## src/rtl/hash_job_arbiter_pkg.sv

```systemverilog
`default_nettype none
// hash_job_arbiter_pkg: shared issue width and FSM encoding for the hash job arbiter.
package hash_job_arbiter_pkg;

  localparam int HASH_ISSUE_WIDTH = 4;

  typedef enum logic {
    IDLE  = 1'b0,
    GRANT = 1'b1
  } arb_state_e;

endpackage
`default_nettype wire

```

## src/rtl/job_owner_fifo.sv

```systemverilog
`default_nettype none
// job_owner_fifo: synchronous FIFO of requester ids, one entry per job in flight in the engine.
module job_owner_fifo #(
  parameter int WIDTH = 2,
  parameter int DEPTH = 8
) (
  input  logic             clk,
  input  logic             rst_n,
  input  logic             push,
  input  logic [WIDTH-1:0] push_data,
  input  logic             pop,
  output logic             empty,
  output logic             full,
  output logic [WIDTH-1:0] head
);

  localparam int AW = $clog2(DEPTH);

  logic [AW:0]      wr_ptr;
  logic [AW:0]      rd_ptr;
  logic [WIDTH-1:0] mem [DEPTH];

  // The extra pointer MSB separates "wrapped once" (full) from "equal" (empty).
  assign empty = (wr_ptr == rd_ptr);
  assign full  = (wr_ptr[AW] != rd_ptr[AW]) && (wr_ptr[AW-1:0] == rd_ptr[AW-1:0]);
  assign head  = empty ? '0 : mem[rd_ptr[AW-1:0]];

  always_ff @(posedge clk or negedge rst_n) begin
    if (!rst_n) begin
      wr_ptr <= '0;
      rd_ptr <= '0;
    end else begin
      if (push && !full) wr_ptr <= wr_ptr + (AW+1)'(1);
      if (pop && !empty) rd_ptr <= rd_ptr + (AW+1)'(1);
    end
  end

  always_ff @(posedge clk) begin
    if (push && !full) mem[wr_ptr[AW-1:0]] <= push_data;
  end

endmodule
`default_nettype wire

```

## src/rtl/hash_job_arbiter.sv

```systemverilog
`default_nettype none
// hash_job_arbiter: round-robin job-level arbiter feeding one hash engine, with owner
// tracking of in-flight jobs so engine results can be routed back to their requester.
module hash_job_arbiter
  import hash_job_arbiter_pkg::*;
#(
  parameter int NUM_REQ          = 4,
  parameter int OWNER_FIFO_DEPTH = 8,
  localparam int NUM_REQ_LOG2    = $clog2(NUM_REQ)
) (
  input  logic                                 clk,
  input  logic                                 rst_n,
  input  logic [NUM_REQ-1:0]                   req_valid,
  output logic [NUM_REQ-1:0]                   req_ready,
  input  logic [NUM_REQ-1:0]                   req_delim,
  input  logic [NUM_REQ*HASH_ISSUE_WIDTH*8-1:0] req_data,
  output logic                                 eng_valid,
  input  logic                                 eng_ready,
  output logic                                 eng_delim,
  output logic [HASH_ISSUE_WIDTH*8-1:0]        eng_data,
  input  logic                                 eng_out_valid,
  input  logic                                 eng_out_ready,
  input  logic                                 eng_out_delim,
  output logic                                 res_owner_valid,
  output logic [NUM_REQ_LOG2-1:0]              res_owner,
  output logic                                 busy,
  output logic                                 err_orphan
);

  localparam int DW = HASH_ISSUE_WIDTH * 8;

  arb_state_e              state;
  arb_state_e              state_next;
  logic [NUM_REQ_LOG2-1:0] rr_ptr;
  logic [NUM_REQ_LOG2-1:0] grant_id;
  logic [NUM_REQ_LOG2-1:0] pick_id;
  logic [NUM_REQ_LOG2-1:0] cand;
  logic                    pick_found;
  logic                    fifo_push;
  logic                    fifo_pop;
  logic                    fifo_empty;
  logic                    fifo_full;
  logic                    job_done;
  logic [NUM_REQ_LOG2-1:0] fifo_head;

  // Round-robin search starting at rr_ptr; index arithmetic wraps because NUM_REQ is 2^n.
  always_comb begin
    pick_found = 1'b0;
    pick_id    = rr_ptr;
    cand       = '0;
    for (int k = 0; k < NUM_REQ; k++) begin
      cand = rr_ptr + NUM_REQ_LOG2'(k);
      if (!pick_found && req_valid[cand]) begin
        pick_found = 1'b1;
        pick_id    = cand;
      end
    end
  end

  always_comb begin
    state_next = state;
    eng_valid  = 1'b0;
    eng_delim  = 1'b0;
    eng_data   = '0;
    req_ready  = '0;
    fifo_push  = 1'b0;
    job_done   = 1'b0;
    case (state)
      IDLE: begin
        if (pick_found && !fifo_full) begin
          fifo_push  = 1'b1;
          state_next = GRANT;
        end
      end
      GRANT: begin
        eng_valid           = req_valid[grant_id];
        eng_delim           = req_delim[grant_id];
        eng_data            = req_data[int'(grant_id)*DW +: DW];
        req_ready[grant_id] = eng_ready;
        if (eng_valid && eng_ready && eng_delim) begin
          job_done   = 1'b1;
          state_next = IDLE;
        end
      end
      default: state_next = IDLE;
    endcase
  end

  always_ff @(posedge clk or negedge rst_n) begin
    if (!rst_n) state <= IDLE;
    else        state <= state_next;
  end

  always_ff @(posedge clk or negedge rst_n) begin
    if (!rst_n) begin
      rr_ptr   <= '0;
      grant_id <= '0;
    end else begin
      if (fifo_push) grant_id <= pick_id;
      if (job_done)  rr_ptr   <= grant_id + NUM_REQ_LOG2'(1);
    end
  end

  // Any engine output handshake with nobody recorded means the owner tracking lost sync.
  always_ff @(posedge clk or negedge rst_n) begin
    if (!rst_n)                                            err_orphan <= 1'b0;
    else if (eng_out_valid && eng_out_ready && fifo_empty) err_orphan <= 1'b1;
  end

  assign fifo_pop = eng_out_valid && eng_out_ready && eng_out_delim && !fifo_empty;

  job_owner_fifo #(
    .WIDTH (NUM_REQ_LOG2),
    .DEPTH (OWNER_FIFO_DEPTH)
  ) u_owner_fifo (
    .clk       (clk),
    .rst_n     (rst_n),
    .push      (fifo_push),
    .push_data (pick_id),
    .pop       (fifo_pop),
    .empty     (fifo_empty),
    .full      (fifo_full),
    .head      (fifo_head)
  );

  assign res_owner_valid = !fifo_empty;
  assign res_owner       = fifo_head;
  assign busy            = (state != IDLE) || !fifo_empty;

endmodule
`default_nettype wire

```

## config.mk

```make
export PLATFORM = sky130hd
export DESIGN_NAME = hash_job_arbiter
export DESIGN_NICKNAME = d
export VERILOG_FILES = /design/src/rtl/hash_job_arbiter_pkg.sv /design/src/rtl/job_owner_fifo.sv /design/src/rtl/hash_job_arbiter.sv
export SDC_FILE = /design/constraint.sdc
export NUM_CORES = 1
export LEC_CHECK = 0
export ABC_AREA = 1
export BUFFER_PORTS_ARGS = -buffer_cell sky130_fd_sc_hd__buf_2
export CAP_MARGIN = 20
export CORE_ASPECT_RATIO = 0.8
export CORE_MARGIN = 1
export CORE_UTILIZATION = 40
export CTS_BUF_LIST = sky130_fd_sc_hd__clkbuf_4 sky130_fd_sc_hd__clkbuf_8 sky130_fd_sc_hd__clkbuf_16
export DETAILED_ROUTE_END_ITERATION = 7
export GPL_TIMING_DRIVEN = 0
export PLACE_DENSITY = 0.83
export SYNTH_ARGS = -nofsm -noshare
export SYNTH_HDL_FRONTEND = slang
export SYNTH_HIERARCHICAL = 1
export SYNTH_SLANG_ARGS = --single-unit
```

## constraint.sdc

```tcl
create_clock -name clk -period 2.9 [get_ports clk]
set_input_delay 0.58 -clock clk [delete_from_list [all_inputs] [get_ports clk]]
set_output_delay 0.58 -clock clk [all_outputs]
set_load 0.005 [all_outputs]
```

==> results_dict.tcl, run 1 <==
set metrics [dict create \
    outcome "finished clean" \
    r2r-end "u_owner_fifo/mem[7][1]" \
    ios 185 \
    max_freq_mhz 371.5 \
    whs_ps 184.7 \
    wire_per_inst_um 13.81 \
    ir_drop_mv 0.3910 \
    fin_worst_skew_ps 5.964 \
    layout_min_cycle_time_ps 2692 \
    synth_compound_area_share_pct 19.74 \
    cts_tree "done" \
    dominantRegCellSynth "edfxtp_1" \
    synth-simple-area-share_pct 40.13 \
    powerDensity_mw_per_mm2 1012 \
    hp-class "primary input to async pin" \
    synth_xor_area_share_pct 1.158 \
    r2r_slack_ps 510 \
    nNetsFinal 849 \
    min_period_over_period_pct 92.83 \
    relSlewSlack_pct 58.79 \
    drc 0 \
    setup_viol_count_final 0 \
    worstPathRequired_ps 2320 \
    crit_arrival_ps 2110 \
    grt_antenna_before_repair 1 \
    dieWidth_um 99.22 \
    drive_above_1_share_pct 34.33 \
    dp_hpwl_mm 8.905 \
    ff2ff_path_depth 11 \
    fp.dieH_um 79.77 \
    synthesis.area_sq_mm 0.003024 \
    power_leakage_uw 0.002191 \
    insertion_delay_ps 280 \
    dr_total_vias 4040 \
    track_usage_pct 27.94 \
    clkSinkCount 30 \
    synthAdderAreaFrac_pct 2.482 \
    slew_viol_final 0 \
    cp-end-kind "primary output" \
    grt_max_degree 15 \
    syn2layout_area_growth_pct 37.15 \
    maxCapViolCount 0 \
    clk_pin_slew_worst_paths_ps 60 \
    gp_congestion 0.9111 \
    utilization_pct 58.47 \
    vias_per_cell 5.114 \
    drt_iter0_drc 272 \
    muxShareOfSynthArea_pct 0 \
    synth_seq_cells 30 \
    ys_types 31 \
    clockBufferDepth 2 \
    start_util_pct 42.63 \
    portBuffers 184 \
    rr_startpoint "u_owner_fifo/wr_ptr[0]" \
    wl_mm 10.91 \
    placed_area_sq_mm 0.004054 \
    syn_avg_cell_area_sq_um 5.930 \
    hold_viol_final 0 \
    cts_root_buffer "clkbuf_8" \
    ctsResizeCount 0 \
    grt_pass1_vias 3849 \
    fp.dieArea_sq_mm 0.007914 \
    gr-total-overflow 0 \
    fill_cells 713 \
    postCtsSetupBuffers 0 \
    cp-start-kind "flip-flop" \
    cp_max_fo 11 \
    ctsHoldBuffers 0 \
    yosysSeqAreaShare_pct 27.47 \
    synth_top_family_by_area "simple AND/OR/NAND/NOR gates" \
    synth_nets 658 \
    first_pass_iters 4 \
    critPathKind "flip-flop to primary output" \
    stdcell_area_sq_mm 0.004148 \
    numCtsBuffers 5 \
    syn_inst 510 \
    worstMarginPinSlew_ps 618.2 \
    async_flop_share_pct 46.67 \
    yosys_warnings 6 \
    fp.coreArea_sq_mm 0.007094 \
    fin_tns_setup_ps 0 \
    rows 27 \
    grt_pass1_wl_mm 17.42 \
    synth_edf_count 16 \
    ant_nets 0 \
    htreeDepth 2 \
    rsz0062_at_grt "false" \
]
worst max-delay path by stage:
| stage | start | end | slack, ps | cells after the start |
|---|---|---|---|---|
| after floorplan | u_owner_fifo/wr_ptr[0] | u_owner_fifo/mem[7][0] | 800 | 11 |
| after global placement | u_owner_fifo/wr_ptr[0] | u_owner_fifo/mem[7][1] | 570 | 11 |
| after detailed placement | grant_id[0] | req_ready[2] | 520 | 8 |
| after CTS | grant_id[0] | eng_data[25] | 230 | 7 |
| after global routing | grant_id[0] | eng_data[29] | 50 | 7 |
| final | grant_id[0] | req_ready[2] | 210 | 8 |
area by class of cell:
type	count	area, sq um	share of cell area (%)
Antenna cell	1	2.502	0.06033
Buffer	30	150.1	3.620
Clock buffer	8	91.34	2.202
Inverter	32	122.6	2.956
Multi-Input combinational cell	418	1921	46.30
Sequential cell	30	830.8	20.03
Tap cell	87	108.9	2.624
Timing Repair Buffer	184	920.9	22.20
layer usage:
layer | vias to the layer above | part of all wire, % | wire [um] | track usage [%]
met5 | - | 0 | 0 | 0
li1 | 2029 | - | - | -
met3 | 31 | 6.7 | 728 | 6.130
met1 | 1820 | 42 | 4556 | 33.12
met2 | 160 | 49 | 5313 | 49.58
met4 | 0 | 2.8 | 308 | 10.59
stage by stage:
stage | worst slack (ps) | power (uW) | cells
finish | 208.0 | 4198 | 790
global route | 53.03 | 4646 | 790
CTS | 233.8 | 4189 | 789
detailed placement | 524.8 | 3832 | 781
global placement | 570.9 | 3731 | 781
floorplan | 797.4 | 2803 | 510
cell usage in the layout (no fill, tap or decap), types with 11 or more instances in the layout:
cell type	n
nor2_1	158
nand3_1	20
a21oi_1	37
inv_1	18
nand2_1	92
dfrtp_1	14
inv_2	11
o21ai_0	76
buf_2	196
clkbuf_1	12
edfxtp_1	16
worst max-delay path, cell delays in order, from the launching register on:
cell and delay [ps]:
dfrtp_1 400, buf_2 190, inv_2 100, buf_4 170, clkbuf_1 450, ha_1 240
inv_1 40, nor2_1 110, buf_2 130
kinds of logic (layout without fill, tap and decap cells):
group | after synthesis | after routing
compound gates | 117 | 117
xor+xnor | 4 | 4
fa+ha+maj | 6 | 6
buf+inv | 62 | 254
flops | 30 | 30
other cells | 0 | 1
simple gates | 291 | 291
Yosys cell counts, types with 2 or more instances:
library cell / n / area [sq um]
dfrtp_1: 14 / 350.3
nand3_1: 20 / 100.1
edfxtp_1: 16 / 480.5
nand2_4: 3 / 33.78
a21oi_1: 37 / 185.2
o21ai_0: 76 / 380.4
clkinv_1: 2 / 7.510
inv_1: 18 / 67.56
nor2_1: 158 / 593.1
buf_2: 12 / 60.06
nand2_1: 92 / 345.3
nor2_2: 3 / 18.77
clkbuf_1: 12 / 45.04
xor2_1: 4 / 35.03
inv_2: 11 / 41.29
nand2_2: 9 / 56.30
nand3_2: 2 / 20.02
buf_1: 3 / 11.26
ha_1: 6 / 75.07
where the power goes:
part           switching (uW)  internal [uW]
registers                 107            656
logic                    1940           1150
clock network             148            198
state kept, by name (all words and copies together) (netlist names):
name and cells:
err_orphan 1, grant_id 2, rr_ptr 2, state 1, u_owner_fifo/mem 16, u_owner_fifo/rd_ptr 4
u_owner_fifo/wr_ptr 4
Note: power is estimated with default switching activity, not from simulation.
==> run 2, diff against run 1 <==
ABC_AREA = 0   (was 1)
ABC_CLOCK_PERIOD_IN_PS = 2900   (was default)
PLACE_DENSITY = 0.85   (was 0.83)
==> run 2 against run 1 <==
Compared with the run above: combinational power is 20% lower; clock skew is 2.1 ps lower; wire length is 18% lower; sequential share of layout area is 0.90 points higher; sequential power is 5.9% lower; first-iteration DRC count is 58% lower; worst setup slack worse by 8.5 ps; maximum frequency is 0.31% lower; area after synthesis is 7.8% lower; critical endpoint is now u_owner_fifo/mem[0][0].
==> results_dict.tcl, run 2 <==
set metrics [dict create \
    stdcell_area_sq_mm 0.003969 \
    yosysSeqAreaShare_pct 29.79 \
    grt_pass1_wl_mm 13.74 \
    drc 0 \
    placed_area_sq_mm 0.003815 \
    cts_root_buffer "clkbuf_8" \
    ys_types 47 \
    syn_inst 221 \
    r2r-end "u_owner_fifo/mem[0][0]" \
    synthesis.area_sq_mm 0.002789 \
    worstMarginPinSlew_ps 609.2 \
    worstPathRequired_ps 2860 \
    htreeDepth 2 \
    rr_startpoint "u_owner_fifo/wr_ptr[1]" \
    synth_top_area_share_pct 25.84 \
    crit_arrival_ps 2660 \
    fp.dieH_um 76.69 \
    rsz0062_at_grt "false" \
    start_util_pct 42.44 \
    critPathKind "flip-flop to flip-flop" \
    min_period_over_period_pct 93.12 \
    cp_max_fo 10 \
    slew_viol_final 0 \
    maxCapViolCount 0 \
    dr_total_vias 2746 \
    powerDensity_mw_per_mm2 931.9 \
    relSlewSlack_pct 58.33 \
    async_flop_share_pct 46.67 \
    cp-start-kind "flip-flop" \
    dominantRegCellSynth "edfxtp_1" \
    nNetsFinal 560 \
    synth_seq_cells 30 \
    largest_register_ffs 16 \
    ios 185 \
    cts_tree "done" \
    ctsHoldBuffers 0 \
    fin_tns_setup_ps 0 \
    vias_per_cell 5.492 \
    finalPower_uw 3698 \
    utilization_pct 60.40 \
    gr-total-overflow 0 \
    rows 26 \
    final_cell_mix "buf_2, and2_1, mux4_2" \
    wl_mm 8.898 \
    fin_worst_skew_ps 3.864 \
    power_leakage_uw 0.001820 \
    clockBufferDepth 2 \
    gp_congestion 0.8517 \
    synth_most_common_cell "and2_1" \
    track_usage_pct 25.03 \
    yosys-top-cells-count "and2_1, mux4_2, edfxtp_1" \
    synth_area_leaders "mux4_2, edfxtp_1, dfrtp_1, and2_1, mux4_1" \
    drt_iter0_drc 113 \
    grt_max_degree 15 \
    yosysTopAreaCell "mux4_2" \
    grt_pass1_vias 2889 \
    layout_commonest_cell "buf_2" \
    yosys_warnings 6 \
    max_freq_mhz 370.3 \
    synth_nets 369 \
    wire_per_inst_um 17.80 \
    syn2layout_area_growth_pct 42.31 \
    fp.coreArea_sq_mm 0.006571 \
    insertion_delay_ps 290 \
    grt_antenna_before_repair 3 \
    ant_nets 0 \
    layout_min_cycle_time_ps 2700 \
    outcome "finished clean" \
    place_ws_ps 81.97 \
    dp_hpwl_mm 7.371 \
    cp-end-kind "flip-flop" \
    fill_cells 558 \
    synth_edf_count 16 \
    clkSinkCount 30 \
    ir_drop_mv 0.4077 \
    first_pass_iters 4 \
    portBuffers 184 \
    drive_above_1_share_pct 61.74 \
    dieWidth_um 95.36 \
    setup_viol_count_final 0 \
    hold_viol_final 0 \
    r2r_slack_ps 200 \
    fin_ws_ps 199.6 \
    numCtsBuffers 5 \
    ff2ff_path_depth 9 \
    syn_avg_cell_area_sq_um 12.62 \
    fp.dieArea_sq_mm 0.007312 \
    hp-class "primary input to async pin" \
    clk_pin_slew_worst_paths_ps 60 \
]
[run 2: stage by stage]
stage / std cells / hold slack, ps
6_report: 500 / 185.2
5_1_grt: 500 / 201.8
4_1_cts: 497 / 182.3
3_5_place_dp: 489 / 487.5
3_3_place_gp: 489 / 446.6
2_1_floorplan: 221 / 284.4
[run 2: worst max-delay path, stage by stage, from the launching register on]
cell and delay [ps]:
dfrtp_1 350, buf_2 230, xor2_1 270, buf_6 200, nor4_4 80, or3_1 410
inv_2 170, nor2b_1 200, o41ai_2 150, nor3_1 300
[run 2: what timing repair did]
action,CTS,global route
gates resized for setup,0,3
setup buffers,0,0
setup endpoints to repair,0,8
[run 2: kinds of logic (layout without fill, tap and decap cells)]
family	after synthesis	after routing	share of synthesized area, %
flip-flops	30	30	29.79
XOR/XNOR	9	9	2.826
AO/OA/AOI/OAI	23	23	7.627
other	0	3	0
buffers and inverters	26	218	5.966
AND/OR/NAND/NOR	83	83	18.12
adder cells (fa/ha/maj)	6	6	2.692
multiplexers	44	44	32.97
[run 2: power by group]
group	switching, uW	total, uW	internal, uW
Sequential	118	719	601
Combinational	1200	2480	1280
Clock	162	502	340
Total	1480	3700	2220
[run 2: layer usage]
metal | track usage [%] | part of all wire (%)
met5 | 0 | 0
met2 | 41.36 | 52
met4 | 10.61 | 1.9
met3 | 6.647 | 7.6
met1 | 30.49 | 39
[run 2: worst max-delay path by stage]
stage | startpoint | endpoint | slack, ps | cells after the start
6_report | u_owner_fifo/wr_ptr[1] | u_owner_fifo/mem[0][0] | 200 | 9
4_1_cts | u_owner_fifo/wr_ptr[1] | res_owner[1] | 40 | 6
3_3_place_gp | u_owner_fifo/wr_ptr[3] | u_owner_fifo/mem[0][0] | 220 | 7
3_5_place_dp | u_owner_fifo/wr_ptr[3] | u_owner_fifo/mem[0][0] | 80 | 7
2_1_floorplan | u_owner_fifo/wr_ptr[3] | u_owner_fifo/mem[0][0] | 490 | 7
5_1_grt | u_owner_fifo/rd_ptr[2] | u_owner_fifo/mem[0][1] | 10 | 9
[run 2: cell type report]
type                            count  area, sq um  share of cell area (%)
Buffer                             20        143.9                   3.625
Tap cell                           84        105.1                   2.648
Clock buffer                        5        68.82                   1.734
Inverter                            6        22.52                  0.5675
Clock inverter                      3        63.81                   1.608
Multi-Input combinational cell    165         1805                   45.49
Antenna cell                        3        7.507                  0.1892
Sequential cell                    30        830.8                   20.93
Timing Repair Buffer              184        920.9                   23.20
==> run 3, diff against run 2 <==
CORE_ASPECT_RATIO = 1.75   (was 0.8)
==> run 3 against run 2 <==
Compared with the run above: non-clock buffer count rose by 1; die area up 0.15%; worst setup slack lost 77 ps; clock skew grew 1.1 ps; maximum frequency is 2.8% lower; cell count grew 0.20%; critical path type is now flip-flop to primary output; critical endpoint is now res_owner[0]; largest power group unchanged; highest routed layer is now met5.
==> results_dict.tcl, run 3 (same netlist as run 2, synthesis figures left out) <==
set metrics [dict create \
    layout_min_cycle_time_ps 2778 \
    clkSinkCount 30 \
    ctsResizeCount 0 \
    layout_commonest_cell "buf_2" \
    rows 39 \
    cts_tree "done" \
    gp_congestion 0.9282 \
    power_leakage_uw 0.001831 \
    maxCapViolCount 0 \
    fin_ws_ps 122.5 \
    slew_viol_final 0 \
    rsz0062_at_grt "false" \
    hold_viol_final 0 \
    crit_arrival_ps 2200 \
    min_period_over_period_pct 95.78 \
    cp-start-kind "flip-flop" \
    worstMarginPinSlew_ps 670.9 \
    fin_worst_skew_ps 4.968 \
    drive_above_1_share_pct 61.35 \
    wl_mm 9.155 \
    critPathKind "flip-flop to primary output" \
    worstPathRequired_ps 2320 \
    drc 0 \
    gr-total-overflow 0 \
    largest_register_ffs 16 \
    start_util_pct 42.02 \
    nNetsFinal 561 \
    vias_per_cell 5.503 \
    drt_iter0_drc 111 \
    ff2ff_path_depth 7 \
    ctsHoldBuffers 0 \
    final_cell_mix "buf_2, and2_1, mux4_2" \
    track_usage_pct 25.73 \
    hp-class "primary input to async pin" \
    fin_tns_setup_ps 0 \
    ir_drop_mv 0.5445 \
    grt_antenna_before_repair 4 \
    ant_nets 0 \
    dr_total_vias 2757 \
    syn2layout_area_growth_pct 42.58 \
    clk_pin_slew_worst_paths_ps 50 \
    fp.dieH_um 112.5 \
    portBuffers 184 \
    first_pass_iters 4 \
    place_ws_ps 138.9 \
    wire_per_inst_um 18.27 \
    max_freq_mhz 360.0 \
    dp_hpwl_mm 7.880 \
    grt_pass1_vias 2862 \
    cp-end-kind "primary output" \
    setup_viol_count_final 0 \
    whs_ps 196.1 \
    powerDensity_mw_per_mm2 928.3 \
    postCtsSetupBuffers 0 \
    grt_pass1_wl_mm 14.02 \
    fp.dieArea_sq_mm 0.007323 \
    outcome "finished clean" \
    grt_max_degree 15 \
    ios 185 \
    relSlewSlack_pct 54.95 \
    numCtsBuffers 5 \
    cp_max_fo 10 \
    insertion_delay_ps 280 \
    dieWidth_um 65.12 \
    fp.coreArea_sq_mm 0.006636 \
    cts_root_buffer "clkbuf_16" \
    clockBufferDepth 2 \
    htreeDepth 2 \
]
==> run 3: cell count changes in the layout (fill, tap and decap cells not counted), sizes merged <==
cell	delta
buf	+1
clkbuf	+1
bufinv	-2
diode	+2
clkinv	+1
==> run 3: final cells by class <==
class / count / area (sq um)
repair buffers: 185 / 925.9
multi-input cells: 165 / 1797
clock inverters: 2 / 8.758
inverters: 6 / 22.52
plain buffers: 20 / 143.9
fillers: 560 / 2660
diodes: 5 / 12.51
flip-flops and latches: 30 / 830.8
clock buffers: 6 / 132.6
well taps: 82 / 102.6
==> run 3: final timing paths <==
| path | to | start | slack [ps] |
|---|---|---|---|
| max | res_owner[0] | u_owner_fifo/wr_ptr[1] | 120 |
| min | u_owner_fifo/rd_ptr[1] | rst_n | 200 |
| max reg2reg | u_owner_fifo/mem[1][0] | u_owner_fifo/wr_ptr[3] | 180 |
| min reg2reg | err_orphan | err_orphan | 470 |
| max in group asynchronous | rr_ptr[1] | rst_n | 2450 |
| min in group clk | err_orphan | err_orphan | 470 |
==> run 3: critical path, stage by stage (launching register included) <==
cell,delay [ps]
dfrtp_1,370
buf_2,180
xor2_1,190
buf_6,170
nor4_1,550
buf_2,260
nor3_1,60
buf_2,120
==> run 3: where the power goes <==
part / internal, uW / switching, uW
combinational: 1270 / 1210
sequential: 603 / 110
clock: 322 / 174
total: 2200 / 1490
==> run 3: per-layer routing <==
| layer | share of wire [%] | vias up | global-route usage [%] | routed length (um) |
|---|---|---|---|---|
| li1 | - | 1253 | - | - |
| met1 | 34 | 1332 | 26.74 | 3092 |
| met2 | 55 | 150 | 47.78 | 5032 |
| met3 | 8.2 | 20 | 6.504 | 754 |
| met4 | 2.9 | 2 | 10.00 | 262 |
| met5 | 0.14 | - | 0 | 13 |
==> run 3: stage by stage <==
stage | util (%) | std cells | total power [uW] | area, sq um
floorplan | - | 221 | 2428 | 2789
global placement | 57.45 | 487 | 3091 | 3812
detailed placement | 57.52 | 488 | 3197 | 3817
CTS | 59.65 | 496 | 3707 | 3959
global route | 59.77 | 497 | 3936 | 3966
finish | 59.92 | 501 | 3691 | 3976
